==> config.mk <==
export PLATFORM = sky130hd
export DESIGN_NAME = ahb_seq_master
export DESIGN_NICKNAME = d
export VERILOG_FILES = /design/src/rtl/ahb_pkg.sv /design/src/rtl/sync_fifo.sv /design/src/rtl/ahb_seq_master.sv
export SDC_FILE = /design/constraint.sdc
export NUM_CORES = 1
export LEC_CHECK = 0
export ABC_AREA = 1
export CAP_MARGIN = 20
export CORE_MARGIN = 2
export CORE_UTILIZATION = 30
export CTS_CLUSTER_DIAMETER = 150
export DETAILED_ROUTE_END_ITERATION = 7
export PLACE_DENSITY = 0.48
export SYNTH_ARGS = -nofsm -noshare
export SYNTH_HDL_FRONTEND = slang
export SYNTH_SLANG_ARGS = --single-unit
==> constraint.sdc <==
create_clock -name HCLK -period 8.77 [get_ports HCLK]
set_clock_uncertainty 0.15 [all_clocks]
set_input_delay 1.754 -clock HCLK [delete_from_list [all_inputs] [get_ports HCLK]]
set_output_delay 1.754 -clock HCLK [all_outputs]
set_load 0.05 [all_outputs]
==> src/rtl/ahb_pkg.sv <==
// Shared AHB-Lite definitions for the scripted master.
//   - HTRANS / HBURST / HRESP encodings
//   - master FSM state type
//   - hsize_f(): HSIZE encoding for a given data bus width
package ahb_pkg;

  localparam logic [1:0] HTRANS_IDLE   = 2'b00;
  localparam logic [1:0] HTRANS_BUSY   = 2'b01;
  localparam logic [1:0] HTRANS_NONSEQ = 2'b10;
  localparam logic [1:0] HTRANS_SEQ    = 2'b11;

  localparam logic [2:0] HBURST_SINGLE = 3'b000;

  localparam logic HRESP_OKAY  = 1'b0;
  localparam logic HRESP_ERROR = 1'b1;

  typedef enum logic [2:0] {
    ST_IDLE = 3'd0,
    ST_ADDR = 3'd1,
    ST_DATA = 3'd2,
    ST_ERR2 = 3'd3,
    ST_HALT = 3'd4
  } master_state_e;

  // HSIZE is log2 of the transfer size in bytes: 32-bit -> 3'b010, 64-bit -> 3'b011.
  function automatic logic [2:0] hsize_f(input int data_w);
    return 3'($clog2(data_w / 8));
  endfunction

endpackage

==> src/rtl/sync_fifo.sv <==
// Synchronous FIFO with full/empty flags.
//   clk, rst_n   : clock, asynchronous active-low reset (empties the FIFO)
//   push, wdata  : write request and data (ignored when full)
//   pop          : read request (ignored when empty)
//   rdata        : head entry, valid whenever empty is low (show-ahead)
//   full, empty  : occupancy flags
// DEPTH must be a power of two so the pointers wrap naturally.
module sync_fifo #(
  parameter int WIDTH = 8,
  parameter int DEPTH = 4
) (
  input  logic             clk,
  input  logic             rst_n,
  input  logic             push,
  input  logic [WIDTH-1:0] wdata,
  input  logic             pop,
  output logic [WIDTH-1:0] rdata,
  output logic             full,
  output logic             empty
);

  localparam int PTR_W = (DEPTH > 1) ? $clog2(DEPTH) : 1;
  localparam logic [PTR_W:0] DEPTH_CNT = (PTR_W + 1)'(DEPTH);

  logic [WIDTH-1:0] mem [DEPTH];
  logic [PTR_W-1:0] wr_ptr;
  logic [PTR_W-1:0] rd_ptr;
  logic [PTR_W:0]   count;
  logic             do_push;
  logic             do_pop;

  assign do_push = push && !full;
  assign do_pop  = pop && !empty;

  assign full  = (count == DEPTH_CNT);
  assign empty = (count == '0);
  assign rdata = mem[rd_ptr];

  // Storage carries no reset; the pointers alone define what is valid.
  always_ff @(posedge clk) begin
    if (do_push) begin
      mem[wr_ptr] <= wdata;
    end
  end

  always_ff @(posedge clk or negedge rst_n) begin
    if (!rst_n) begin
      wr_ptr <= '0;
      rd_ptr <= '0;
      count  <= '0;
    end else begin
      if (do_push) begin
        wr_ptr <= wr_ptr + 1'b1;
      end
      if (do_pop) begin
        rd_ptr <= rd_ptr + 1'b1;
      end
      // Simultaneous push and pop leaves the occupancy unchanged.
      unique case ({do_push, do_pop})
        2'b10:   count <= count + 1'b1;
        2'b01:   count <= count - 1'b1;
        default: count <= count;
      endcase
    end
  end

endmodule

==> src/rtl/ahb_seq_master.sv <==
// AHB-Lite scripted master: turns queued write / read / read-compare
// commands into single AHB-Lite transfers, one at a time, with no address
// pipelining.
//
// Ports
//   HCLK, HRESETn        : clock, asynchronous active-low reset
//   cmd_valid/cmd_ready  : command handshake
//   cmd_write, cmd_addr,
//   cmd_wdata, cmd_exp,
//   cmd_mask             : command payload (mask bits of 0 are not compared)
//   HADDR, HTRANS, HWRITE,
//   HSIZE, HBURST, HWDATA: AHB-Lite master outputs (IDLE/NONSEQ, SINGLE only)
//   HRDATA, HREADY, HRESP: AHB-Lite slave responses
//   rd_data, rd_valid    : last read data and its one-cycle update strobe
//   busy                 : commands queued or a transfer in flight
//   err_count            : saturating count of compare mismatches + ERROR responses
//   timeout              : sticky bus-hang flag, master halts until reset
//   dbg_state            : current FSM state (ahb_pkg::master_state_e encoding)
//
// Handshake: a command is accepted on every rising HCLK edge where cmd_valid
// and cmd_ready are both high. cmd_ready depends only on internal state
// (FIFO not full and master not halted), never on cmd_valid; the payload
// must stay stable while cmd_valid is high and the command is not yet taken.
module ahb_seq_master
  import ahb_pkg::*;
#(
  parameter int ADDR_W      = 32,
  parameter int DATA_W      = 32,
  parameter int FIFO_DEPTH  = 4,
  parameter int TIMEOUT_CYC = 1024,
  parameter int ERR_W       = 8
) (
  input  logic              HCLK,
  input  logic              HRESETn,
  input  logic              cmd_valid,
  output logic              cmd_ready,
  input  logic              cmd_write,
  input  logic [ADDR_W-1:0] cmd_addr,
  input  logic [DATA_W-1:0] cmd_wdata,
  input  logic [DATA_W-1:0] cmd_exp,
  input  logic [DATA_W-1:0] cmd_mask,
  output logic [ADDR_W-1:0] HADDR,
  output logic [1:0]        HTRANS,
  output logic              HWRITE,
  output logic [2:0]        HSIZE,
  output logic [2:0]        HBURST,
  output logic [DATA_W-1:0] HWDATA,
  input  logic [DATA_W-1:0] HRDATA,
  input  logic              HREADY,
  input  logic              HRESP,
  output logic [DATA_W-1:0] rd_data,
  output logic              rd_valid,
  output logic              busy,
  output logic [ERR_W-1:0]  err_count,
  output logic              timeout,
  output logic [2:0]        dbg_state
);

  localparam int CMD_W  = 1 + ADDR_W + 3 * DATA_W;
  localparam int WAIT_W = $clog2(TIMEOUT_CYC + 1);
  localparam logic [WAIT_W-1:0] WAIT_LAST = WAIT_W'(TIMEOUT_CYC - 1);

  // ---------------------------------------------------------------------
  // Command FIFO
  // ---------------------------------------------------------------------
  logic             fifo_push;
  logic             fifo_pop;
  logic             fifo_full;
  logic             fifo_empty;
  logic [CMD_W-1:0] fifo_wdata;
  logic [CMD_W-1:0] fifo_rdata;

  logic              f_write;
  logic [ADDR_W-1:0] f_addr;
  logic [DATA_W-1:0] f_wdata;
  logic [DATA_W-1:0] f_exp;
  logic [DATA_W-1:0] f_mask;

  master_state_e state;

  assign fifo_wdata = {cmd_write, cmd_addr, cmd_wdata, cmd_exp, cmd_mask};
  assign {f_write, f_addr, f_wdata, f_exp, f_mask} = fifo_rdata;

  assign cmd_ready = !fifo_full && (state != ST_HALT);
  assign fifo_push = cmd_valid && cmd_ready;
  // The head is consumed on the same edge the FSM leaves IDLE.
  assign fifo_pop  = (state == ST_IDLE) && !fifo_empty;

  sync_fifo #(
    .WIDTH (CMD_W),
    .DEPTH (FIFO_DEPTH)
  ) u_cmd_fifo (
    .clk   (HCLK),
    .rst_n (HRESETn),
    .push  (fifo_push),
    .wdata (fifo_wdata),
    .pop   (fifo_pop),
    .rdata (fifo_rdata),
    .full  (fifo_full),
    .empty (fifo_empty)
  );

  // ---------------------------------------------------------------------
  // Transfer FSM
  // ---------------------------------------------------------------------
  logic              c_write;
  logic [DATA_W-1:0] c_wdata;
  logic [DATA_W-1:0] c_exp;
  logic [DATA_W-1:0] c_mask;
  logic [WAIT_W-1:0] wait_cnt;
  logic              wd_expire;
  logic              rd_mismatch;
  logic [ERR_W-1:0]  err_inc;

  // The wait counter starts at zero on ADDR entry and counts every stalled
  // cycle of the transfer, so a hang is declared on the TIMEOUT_CYC-th
  // stalled cycle regardless of which phase stalls.
  assign wd_expire   = (wait_cnt == WAIT_LAST) && !HREADY;
  assign rd_mismatch = |((HRDATA ^ c_exp) & c_mask);
  // Saturating increment: once all-ones, further events are dropped.
  assign err_inc     = (&err_count) ? err_count : err_count + 1'b1;

  assign HSIZE     = hsize_f(DATA_W);
  assign HBURST    = HBURST_SINGLE;
  assign busy      = (state != ST_IDLE) || !fifo_empty;
  assign dbg_state = state;

  always_ff @(posedge HCLK or negedge HRESETn) begin
    if (!HRESETn) begin
      state     <= ST_IDLE;
      HADDR     <= '0;
      HTRANS    <= HTRANS_IDLE;
      HWRITE    <= 1'b0;
      HWDATA    <= '0;
      rd_data   <= '0;
      rd_valid  <= 1'b0;
      err_count <= '0;
      timeout   <= 1'b0;
      wait_cnt  <= '0;
      c_write   <= 1'b0;
      c_wdata   <= '0;
      c_exp     <= '0;
      c_mask    <= '0;
    end else begin
      rd_valid <= 1'b0;
      unique case (state)
        ST_IDLE: begin
          if (!fifo_empty) begin
            c_write  <= f_write;
            c_wdata  <= f_wdata;
            c_exp    <= f_exp;
            c_mask   <= f_mask;
            HADDR    <= f_addr;
            HWRITE   <= f_write;
            HTRANS   <= HTRANS_NONSEQ;
            wait_cnt <= '0;
            state    <= ST_ADDR;
          end
        end

        ST_ADDR: begin
          if (HREADY) begin
            // Address phase accepted: data phase follows with no new transfer.
            HTRANS <= HTRANS_IDLE;
            if (c_write) begin
              HWDATA <= c_wdata;
            end
            state <= ST_DATA;
          end else if (wd_expire) begin
            HTRANS  <= HTRANS_IDLE;
            timeout <= 1'b1;
            state   <= ST_HALT;
          end else begin
            wait_cnt <= wait_cnt + 1'b1;
          end
        end

        ST_DATA: begin
          if (HREADY) begin
            if (HRESP == HRESP_ERROR) begin
              // Single-cycle ERROR is a slave protocol violation; still
              // count it rather than treat the data as valid.
              err_count <= err_inc;
            end else if (!c_write) begin
              rd_data  <= HRDATA;
              rd_valid <= 1'b1;
              if (rd_mismatch) begin
                err_count <= err_inc;
              end
            end
            state <= ST_IDLE;
          end else if (wd_expire) begin
            timeout <= 1'b1;
            state   <= ST_HALT;
          end else begin
            wait_cnt <= wait_cnt + 1'b1;
            if (HRESP == HRESP_ERROR) begin
              state <= ST_ERR2;
            end
          end
        end

        ST_ERR2: begin
          if (HREADY) begin
            err_count <= err_inc;
            state     <= ST_IDLE;
          end else if (wd_expire) begin
            timeout <= 1'b1;
            state   <= ST_HALT;
          end else begin
            wait_cnt <= wait_cnt + 1'b1;
          end
        end

        ST_HALT: begin
          // Terminal until reset; bus stays idle.
          HTRANS <= HTRANS_IDLE;
        end

        default: begin
          state <= ST_IDLE;
        end
      endcase
    end
  end

endmodule

==> results of run 1 <==
## routing by layer
metal	up-vias	share of wire (%)	track usage (%)	wire, um
li1	8761	-	-	-
met1	9128	45	20.9	34900
met2	403	47	25.8	37000
met3	130	6.1	3.99	4780
met4	28	1.9	4.69	1490
met5	-	0.22	0	174
## final timing paths
check                                                  from  cells past startpoint  slack [ns]                endpoint
setup / recovery            u_cmd_fifo.count[2]$_DFFE_PN0P_                      3        4.48                    busy
min in group asynchronous                           HRESETn                      1        1.12  HWDATA[19]$_DFFE_PN0P_
max in group asynchronous                           HRESETn                      2        6.01  c_mask[29]$_DFFE_PN0P_
hold / removal                       HWDATA[31]$_DFFE_PN0P_                      2        0.33  HWDATA[31]$_DFFE_PN0P_
setup reg to reg           u_cmd_fifo.rd_ptr[1]$_DFFE_PN0P_                      7        5.30   c_exp[11]$_DFFE_PN0P_
hold reg to reg                      HWDATA[31]$_DFFE_PN0P_                      2        0.33  HWDATA[31]$_DFFE_PN0P_
## cell usage in the layout, fill, tap and decap left out, drive strengths merged
cell / count
clkinv: 16
a21oi: 6
o21bai: 1
dfrtp: 225
conb: 7
clkdlybuf4s50: 277
nor3: 7
nor2: 493
o22ai: 66
ha: 7
a31oi: 64
nand4: 2
inv: 137
a211oi: 1
clkbuf: 136
nand3: 51
diode: 5
fa: 1
nand2: 266
buf: 17
xor2: 8
edfxtp: 516
clkinvlp: 2
o21ai: 394
xnor2: 5
## critical path: stages (launching register included)
cell	delay (ns)
dfrtp_1	0.41
nor3_1	0.43
nand2_1	0.17
clkdlybuf4s50_1	0.73
## registers in the layout, summed over array words and instances, names as in the netlist, 8 cells and up
register        flops
HADDR              32
HWDATA             32
c_exp              32
c_mask             32
c_wdata            32
err_count           8
rd_data            32
u_cmd_fifo.mem    516
wait_cnt           11
## cell type report
| class | count | area [um2] |
|---|---|---|
| antenna | 5 | 12.5 |
| clock buffer | 136 | 2570 |
| clock inverter | 24 | 156 |
| fill | 9112 | 59400 |
| inverter | 131 | 504 |
| multi-input combinational | 1379 | 6320 |
| sequential | 741 | 21100 |
| tap | 1265 | 1580 |
| timing repair buffer | 294 | 3020 |
## power by group
group,switching [mW],leakage (nW),total (mW),internal (mW)
clock network,1.42,1.34,3.43,2.02
logic,0.0735,3.86,0.143,0.0694
registers,0,7.76,3.75,3.75
total,1.49,12.9,7.33,5.84
## logic make-up (layout without fill, tap and decap cells)
group / Yosys count / after routing
simple gates: 819 / 819
flops: 741 / 741
compound gates: 532 / 532
buf+inv: 265 / 585
xor+xnor: 13 / 13
fa+ha+maj: 8 / 8
other cells: 2 / 12
==> metrics.md, run 1 <==
| Metric | Value |
|---|---|
| Number of synthesized flops with an enable pin | `516` |
| # Post-CTS Setup Buffers | `0` |
| Area delta synth->final | `23.6%` |
| DP Wirelength | `43000 um` |
| I/O pins | `286` |
| Router iterations before antenna repair | `6` |
| Final min period | `4.29 ns` |
| CTS tree | `yes` |
| Synth Instances | `2380` |
| Post_cts resized | `0` |
| Die area | `0.0977 mm2` |
| Crit path kind | `flip-flop to primary output` |
| Warnings, synthesis | `0` |
| Largest net degree at the start of global routing | `195` |
| Layout cells sized above 1 | `6.21%` |
| Max rail drop VDD | `0.121 mV` |
| Die Span Y | `313 um` |
| Clock Path Buffers | `3` |
| Worst hold path class | `flip-flop to flip-flop` |
| Post-synth cell types | `31` |
| Syn Std Cell Area | `0.0286 mm2` |
| Total global-route track usage | `15.8%` |
| Core area | `0.0947 mm2` |
| Worst setup margin | `4.48 ns` |
| Synth top area share | `54.2%` |
| CTS buffer count | `85` |
| Tot Pwr | `7.33 mW` |
| Final core utilization | `37.3%` |
| Run status | `completed` |
| GPL Wtd Cong | `0.768` |
| Main combinational cell family by area after synthesis | `simple AND/OR/NAND/NOR gates` |
| Final Instance Area | `0.0353 mm2` |
| Yosys reg bits | `741` |
| Initial Utilization | `30.2%` |
| Drt wl/cell | `19.7 um` |
| Final setup vio count | `0` |
| Most common cell in the synthesized netlist | `edfxtp_1` |
| Final Net Count | `2806` |
| Synth cell count leaders | `edfxtp_1, nor2_1, o21ai_0` |
| Asr flop ratio synth | `30.4%` |
| H-tree Lvls | `3` |
| Later-pin clock latency in the skew report | `0.64 ns` |
| Top fanout value on the critical path | `3` |
| Setup TNS | `0 ns` |
| Xor/xnor cell area share of the yosys netlist | `0.399%` |
| Relative slew slack | `31.1%` |
| Hold buffers post-CTS | `0` |
| Worst Path Arrival | `2.39 ns` |
| Number of global-route vias before repair | `18500` |
| Synth Area per Inst | `12.0 um2` |
| Post-synthesis compound-gate area fraction | `9.91%` |
| Simple-gate share of the synthesized area | `11.2%` |
| Placed Instances | `3809` |
| Pre-CTS setup slack | `4.19 ns` |
| Max Freq | `233 MHz` |
| Mux share of post-synthesis cell area | `0%` |
| CP Launch Type | `flip-flop` |
| DP Area | `0.0325 mm2` |
| Max-cap violations | `0` |
| Worst slew pin tran | `1.03 ns` |
| Layout Cells excl Fill | `3975` |
| RSZ-0062 raised after global routing | `no` |
| Initial antenna violation count | `22` |
| Top_reg_cell synth | `edfxtp_1` |
| Root Buffer Master | `clkbuf_16` |
| Worst hold slack | `0.331 ns` |
| Final Hold Fails | `0` |
| DRT antenna net count | `0` |
| Iter 0 DRT Violations | `1304` |
| Required @ worst endpoint | `6.87 ns` |
| Grt total ovfl | `0` |
| Row count | `113` |
| Final period util | `48.9%` |
| Post-Route WL | `78300 um` |
| PwrDens | `208 mW/mm2` |
| Seq/Total Area, Yosys | `74.0%` |
| Die X | `313 um` |
| Synth area leaders | `edfxtp_1, dfrtp_1, nor2_1` |
| Vias | `18500` |
| Leak Pwr | `12.9 nW` |
| DR vias/cell | `4.64` |
| Residual DRC | `0` |
| Adder-Cell Fraction of Synth Area | `0.377%` |
| Clock Sink Count | `741` |
| Final Max Tran Viols | `0` |
| Clk slew on worst S/H paths | `0.06 ns` |
| CP Capture Type | `primary output` |
| First-pass GRT wire length | `117000 um` |
| Largest area contributor in the netlist | `edfxtp_1` |
| # port buffers | `278` |
(Power assumes the default switching activity.)
==> inputs of run 2 (changes only) <==
clock period = 4.3 ns   (was 8.77 ns; I/O delays follow)
==> run 2 against run 1 <==
  * Worst hold slack got worse by 0.22 ns
  * Worst setup slack got worse by 3.6 ns
  * Utilization increased by 0.29 points
  * Total power increased by 110%
  * Non-clock buffer count increased by 18
  * Sequential cell count unchanged
  * Wire length increased by 0.40%
  * Largest power group unchanged
  * Highest routed layer unchanged
==> metrics.md, run 2 (synthesis gave the netlist of run 1 again) <==
| Metric | Value |
|---|---|
| Run status | `completed` |
| Post_cts resized | `0 (unchanged)` |
| CTS buffer count | `82 (-3.5%)` |
| DR vias/cell | `4.65 (+0.16%)` |
| Commonest non-fill, non-tap cell in the layout | `edfxtp_1` |
| Clock Path Buffers | `3 (unchanged)` |
| Tot Pwr | `15.1 mW (+110%)` |
| CP Capture Type | `primary output` |
| H-tree Lvls | `3 (unchanged)` |
| CTS tree | `yes` |
| Switching share of total power | `20.0% (-0.33 points)` |
| Internal | `12.1 mW (+110%)` |
| Grt total ovfl | `0 (unchanged)` |
| Placed Instances | `3828 (+0.50%)` |
| Router iterations before antenna repair | `5 (-1)` |
| Core area | `0.0947 mm2 (unchanged)` |
| Root Buffer Master | `clkbuf_16` |
| Hold buffers post-CTS | `0 (unchanged)` |
| Initial Utilization | `30.2% (unchanged)` |
| Die X | `313 um (unchanged)` |
| DP Area | `0.0328 mm2 (+0.84%)` |
| Final Hold Fails | `0 (unchanged)` |
| Vias | `18500 (+0.38%)` |
| Layout cells sized above 1 | `6.96% (+0.75 points)` |
| Worst slew pin tran | `1.02 ns (-0.0179 ns)` |
| Final setup vio count | `0 (unchanged)` |
| DRT antenna net count | `0 (unchanged)` |
| First-pass GRT wire length | `118000 um (+1.4%)` |
| Worst hold path class | `primary input to async pin` |
| Drt wl/cell | `19.7 um (+0.17%)` |
| Most frequent cells in the layout | `edfxtp_1, nor2_1, o21ai_0` |
| Initial antenna violation count | `25 (+14%)` |
| Max-cap violations | `0 (unchanged)` |
| Max Freq | `294 MHz` |
| Row count | `113 (unchanged)` |
| Area delta synth->final | `24.5%` |
| Final period util | `79.1%` |
| Largest net degree at the start of global routing | `199 (+2.1%)` |
| Sw Pwr | `3.02 mW (+100%)` |
| Final Net Count | `2821 (+0.53%)` |
| Total global-route track usage | `16.0% (+0.11 points)` |
| Final core utilization | `37.6% (+0.29 points)` |
| Max rail drop VDD | `0.282 mV (+130%)` |
| Clk slew on worst S/H paths | `0.06 ns (about the same)` |
| # port buffers | `278 (unchanged)` |
| Sequential power share | `50.7% (-0.5 points)` |
| Residual DRC | `0 (unchanged)` |
| Worst Path Arrival | `2.39 ns (about the same)` |
| Final Max Tran Viols | `0 (unchanged)` |
| R2r worst-path depth | `11 (+4)` |
| I/O pins | `286 (unchanged)` |
| Top fanout value on the critical path | `3 (unchanged)` |
| Max reg flops | `516 (unchanged)` |
| Clock Power Share | `47.4% (+0.5 points)` |
| GPL Wtd Cong | `0.769 (+0.21%)` |
| Final min period | `3.40 ns` |
| Worst hold slack | `0.108 ns (-0.222 ns)` |
| Required @ worst endpoint | `3.29 ns (-3.58 ns)` |
| Crit path kind | `flip-flop to primary output` |
| Die Span Y | `313 um (unchanged)` |
| Final Instance Area | `0.0356 mm2 (+0.77%)` |
| Post-Route WL | `78600 um (+0.40%)` |
| Layout Cells excl Fill | `3984 (+0.23%)` |
| Iter 0 DRT Violations | `1410 (+8.1%)` |
| CP Launch Type | `flip-flop` |
| # Post-CTS Setup Buffers | `0 (unchanged)` |
| Part of the power in combinational logic | `2.0% (about the same)` |
| Most flops, register | `u_cmd_fifo.mem` |
| Leak Pwr | `13.1 nW (+1.0%)` |
| Die area | `0.0977 mm2 (unchanged)` |
| Later-pin clock latency in the skew report | `0.64 ns (about the same)` |
| Relative slew slack | `32.3% (+1.2 points)` |
| Clock Sink Count | `741 (unchanged)` |
| RSZ-0062 raised after global routing | `no` |
| Number of global-route vias before repair | `18600 (+0.62%)` |
| DP Wirelength | `47600 um (+11%)` |
| PwrDens | `424 mW/mm2 (+100%)` |
==> run 2: cell types whose count changed in the layout (fill, tap and decap cells not counted), moves of 2 or more <==
cell        previous run  this run
buf_12                 6        18
clkbuf_8              17         6
bufinv_16              0        10
clkbuf_1              30        20
clkinv_2               9        18
buf_4                  8        16
clkbuf_16             89        83
inv_6                  7         4
buf_16                 2         0
clkinvlp_4             2         4
diode_2                5         3
==> run 2: per-layer routing <==
layer	up-vias	track usage, %	wire (um)
met3	118	4.21	4420
met2	385	25.4	36700
li1	8798	-	-
met4	34	3.84	1370
met5	-	0	211
met1	9186	21.8	35900
==> run 2: layout make-up <==
| class | instances | area [um2] |
|---|---|---|
| Fill cell | 9106 | 59200 |
| Sequential cell | 741 | 21100 |
| Multi-Input combinational cell | 1379 | 6320 |
| Timing Repair Buffer | 312 | 3270 |
| Clock buffer | 109 | 2230 |
| Tap cell | 1265 | 1580 |
| Clock inverter | 44 | 527 |
| Inverter | 131 | 504 |
| Antenna cell | 3 | 7.51 |
==> run 2: worst max-delay path: stages, from the launching register on <==
cell and delay [ns]:
dfrtp_1 0.41, nor3_1 0.43, nand2_1 0.18, clkdlybuf4s50_1 0.74
==> run 2: power groups by stage <==
stage / clock (mW) / combinational, mW / sequential (mW)
after floorplan: 0 / 0.0349 / 7.80
after global placement: 0 / 0.300 / 7.79
after detailed placement: 0 / 0.309 / 7.79
after CTS: 7.38 / 0.310 / 7.65
after global routing: 7.64 / 0.330 / 7.64
final: 7.15 / 0.301 / 7.65
==> run 2: final timing paths <==
kind | from | slack [ns] | end
worst max-delay path | u_cmd_fifo.count[2]$_DFFE_PN0P_ | 0.90 | busy
worst min-delay path | HRESETn | 0.11 | HWDATA[14]$_DFFE_PN0P_
worst max register to register | dbg_state[1]$_DFFE_PN0P_ | 1.52 | u_cmd_fifo.count[2]$_DFFE_PN0P_
worst min register to register | HWDATA[29]$_DFFE_PN0P_ | 0.33 | HWDATA[29]$_DFFE_PN0P_
max in group asynchronous | HRESETn | 2.83 | HADDR[14]$_DFFE_PN0P_
min in group HCLK | HWDATA[29]$_DFFE_PN0P_ | 0.33 | HWDATA[29]$_DFFE_PN0P_
==> run 2: metrics by stage <==
| stage | TNS [ns] | setup WS (ns) |
|---|---|---|
| global route | 0 | 0.745 |
| detailed placement | 0 | 0.982 |
| global placement | 0 | 1.02 |
| CTS | 0 | 0.849 |
| finish | 0 | 0.897 |
| floorplan | -670.07 | -1.30 |
==> inputs of run 3 (changes only) <==
PLACE_DENSITY = 0.5   (was 0.48)
clock period = 2.9 ns   (was 4.3 ns; I/O delays follow)
==> run 3 against run 2 <==
  * Sequential share of layout area shrank 0.45 points
  * First-iteration DRC count down 10%
  * Via count increased by 0.45%
  * Critical path type unchanged
  * Largest power group unchanged
==> metrics.md, run 3 (synthesis gave the netlist of run 1 again) <==
| Metric | Value |
|---|---|
| Run status | `completed` |
| PwrDens | `624 mW/mm2 (+47%)` |
| Final Max Tran Viols | `0 (unchanged)` |
| CP Capture Type | `primary output` |
| # port buffers | `278 (unchanged)` |
| Die area | `0.0977 mm2 (unchanged)` |
| Top fanout value on the critical path | `2 (-1)` |
| Initial antenna violation count | `19 (-24%)` |
| Residual DRC | `0 (unchanged)` |
| Worst slew pin tran | `0.808 ns (-0.208 ns)` |
| Crit path kind | `flip-flop to primary output` |
| Setup TNS | `0 ns (unchanged)` |
| Die X | `313 um (unchanged)` |
| Most frequent cells in the layout | `edfxtp_1, nor2_1, o21ai_0` |
| # Post-CTS Setup Buffers | `0 (unchanged)` |
| Fill count | `9031 (-0.82%)` |
| Commonest non-fill, non-tap cell in the layout | `edfxtp_1` |
| CP peak stage delay | `1.00 ns (+0.26 ns)` |
| Most flops, register | `u_cmd_fifo.mem` |
| Area delta synth->final | `25.5%` |
| GPL Wtd Cong | `0.843 (+9.6%)` |
| Router iterations before antenna repair | `5 (unchanged)` |
| Reg2reg setup slack | `0.51 ns (-1.01 ns)` |
| Relative slew slack | `46.0% (+14 points)` |
| Final period util | `94.9%` |
| Clock Sink Count | `741 (unchanged)` |
| CP Cell Sequence | `clkdlybuf4s50_1` |
| Final core utilization | `37.8% (+0.29 points)` |
| Required @ worst endpoint | `2.17 ns (-1.12 ns)` |
| DR vias/cell | `4.65 (about the same)` |
| Root Buffer Master | `clkbuf_16` |
| Final Net Count | `2838 (+0.60%)` |
| H-tree Lvls | `3 (unchanged)` |
| CP Launch Type | `flip-flop` |
| DP Wirelength | `48200 um (+1.3%)` |
| Grt total ovfl | `0 (unchanged)` |
| Total global-route track usage | `16.0% (about the same)` |
| Largest net degree at the start of global routing | `119 (-40%)` |
| DRT antenna net count | `0 (unchanged)` |
| Later-pin clock latency in the skew report | `0.64 ns (about the same)` |
| Number of global-route vias before repair | `18700 (+0.28%)` |
| Max-cap violations | `0 (unchanged)` |
| Slowest cell on the critical path | `clkdlybuf4s50_1` |
| Clock Path Buffers | `3 (unchanged)` |
| RSZ-0062 raised after global routing | `no` |
| Leak Pwr | `13.2 nW (+0.71%)` |
| Layout cells sized above 1 | `7.24% (+0.28 points)` |
| DP Area | `0.0331 mm2 (+0.80%)` |
| Footprint of the multi-input gates | `0.00634 mm2 (+0.36%)` |
| CTS tree | `yes` |
| First-pass GRT wire length | `118000 um (-0.21%)` |
| CTS buffer count | `83 (+1.2%)` |
| Max Freq | `363 MHz` |
| Row count | `113 (unchanged)` |
| Worst hold path class | `primary input to async pin` |
| Vias | `18600 (+0.45%)` |
| Seq. cell area | `0.0211 mm2 (about the same)` |
| Final Hold Fails | `0 (unchanged)` |
| Buf/Inv on CP | `1 (unchanged)` |
| I/O pins | `286 (unchanged)` |
| Max reg flops | `516 (unchanged)` |
| Die Span Y | `313 um (unchanged)` |
| Max rail drop VDD | `0.348 mV (+23%)` |
| Worst hold slack | `0.332 ns (+0.224 ns)` |
| Iter 0 DRT Violations | `1262 (-10%)` |
| Final min period | `2.75 ns` |
| Final Instance Area | `0.0359 mm2 (+0.78%)` |
| Clk slew on worst S/H paths | `0.06 ns (about the same)` |
| Drt wl/cell | `19.6 um (-0.49%)` |
| Final setup vio count | `0 (unchanged)` |
| Core area | `0.0947 mm2 (unchanged)` |
| Largest delay contributor family on the critical path | `buffers and inverters` |
| Post-Route WL | `78600 um (about the same)` |
| Worst Path Arrival | `2.02 ns (-0.37 ns)` |
| Initial Utilization | `30.2% (unchanged)` |
-- run 3: power breakdown --
part / total, mW / switching, mW / internal [mW]
Clock: 10.6 / 4.20 / 6.41
Combinational: 0.433 / 0.216 / 0.217
Sequential: 11.3 / 0 / 11.3
Total: 22.4 / 4.41 / 18.0
-- run 3: final timing paths --
check | start | endpoint | cells past startpoint
max in group asynchronous | HRESETn | c_wdata[4]$_DFFE_PN0P_ | 3
min | HRESETn | HWDATA[20]$_DFFE_PN0P_ | 2
min reg2reg | HWDATA[23]$_DFFE_PN0P_ | HWDATA[23]$_DFFE_PN0P_ | 2
max reg2reg | dbg_state[0]$_DFFE_PN0P_ | u_cmd_fifo.count[2]$_DFFE_PN0P_ | 11
min in group HCLK | HWDATA[23]$_DFFE_PN0P_ | HWDATA[23]$_DFFE_PN0P_ | 2
max | rd_data[9]$_DFFE_PN0P_ | rd_data[9] | 1
-- run 3: layout make-up --
cell class | count | area share, %
flip-flops and latches | 741 | 59.0
multi-input cells | 1379 | 17.7
repair buffers | 328 | 9.80
clock buffers | 126 | 6.56
well taps | 1265 | 4.41
inverters | 131 | 1.42
clock inverters | 29 | 1.12
diodes | 6 | 0.0419
-- run 3: per-stage QoR --
step	cells	power, mW	setup WS (ns)
after CTS	3999	22.7	0.0396
after global placement	3843	12.0	0.189
after detailed placement	3843	12.0	0.154
after global routing	4002	23.2	0.0879
after floorplan	2385	11.6	-0.757
final	4005	22.4	0.147
-- run 3: repair_timing --
action,in CTS,in global routing
resized for setup,2,1
endpoints found under the hold margin,48,0
endpoints found under the setup margin,2,1
gates cloned,0,0
pin swaps,0,0
hold buffers,1,0
-- run 3: layer usage --
metal | up-vias | track usage [%] | part of all wire, %
met5 | - | 0 | 0.19
met4 | 24 | 4.53 | 1.9
met3 | 125 | 4.17 | 7.1
met2 | 451 | 26.4 | 48
met1 | 9174 | 20.7 | 43
li1 | 8831 | - | -
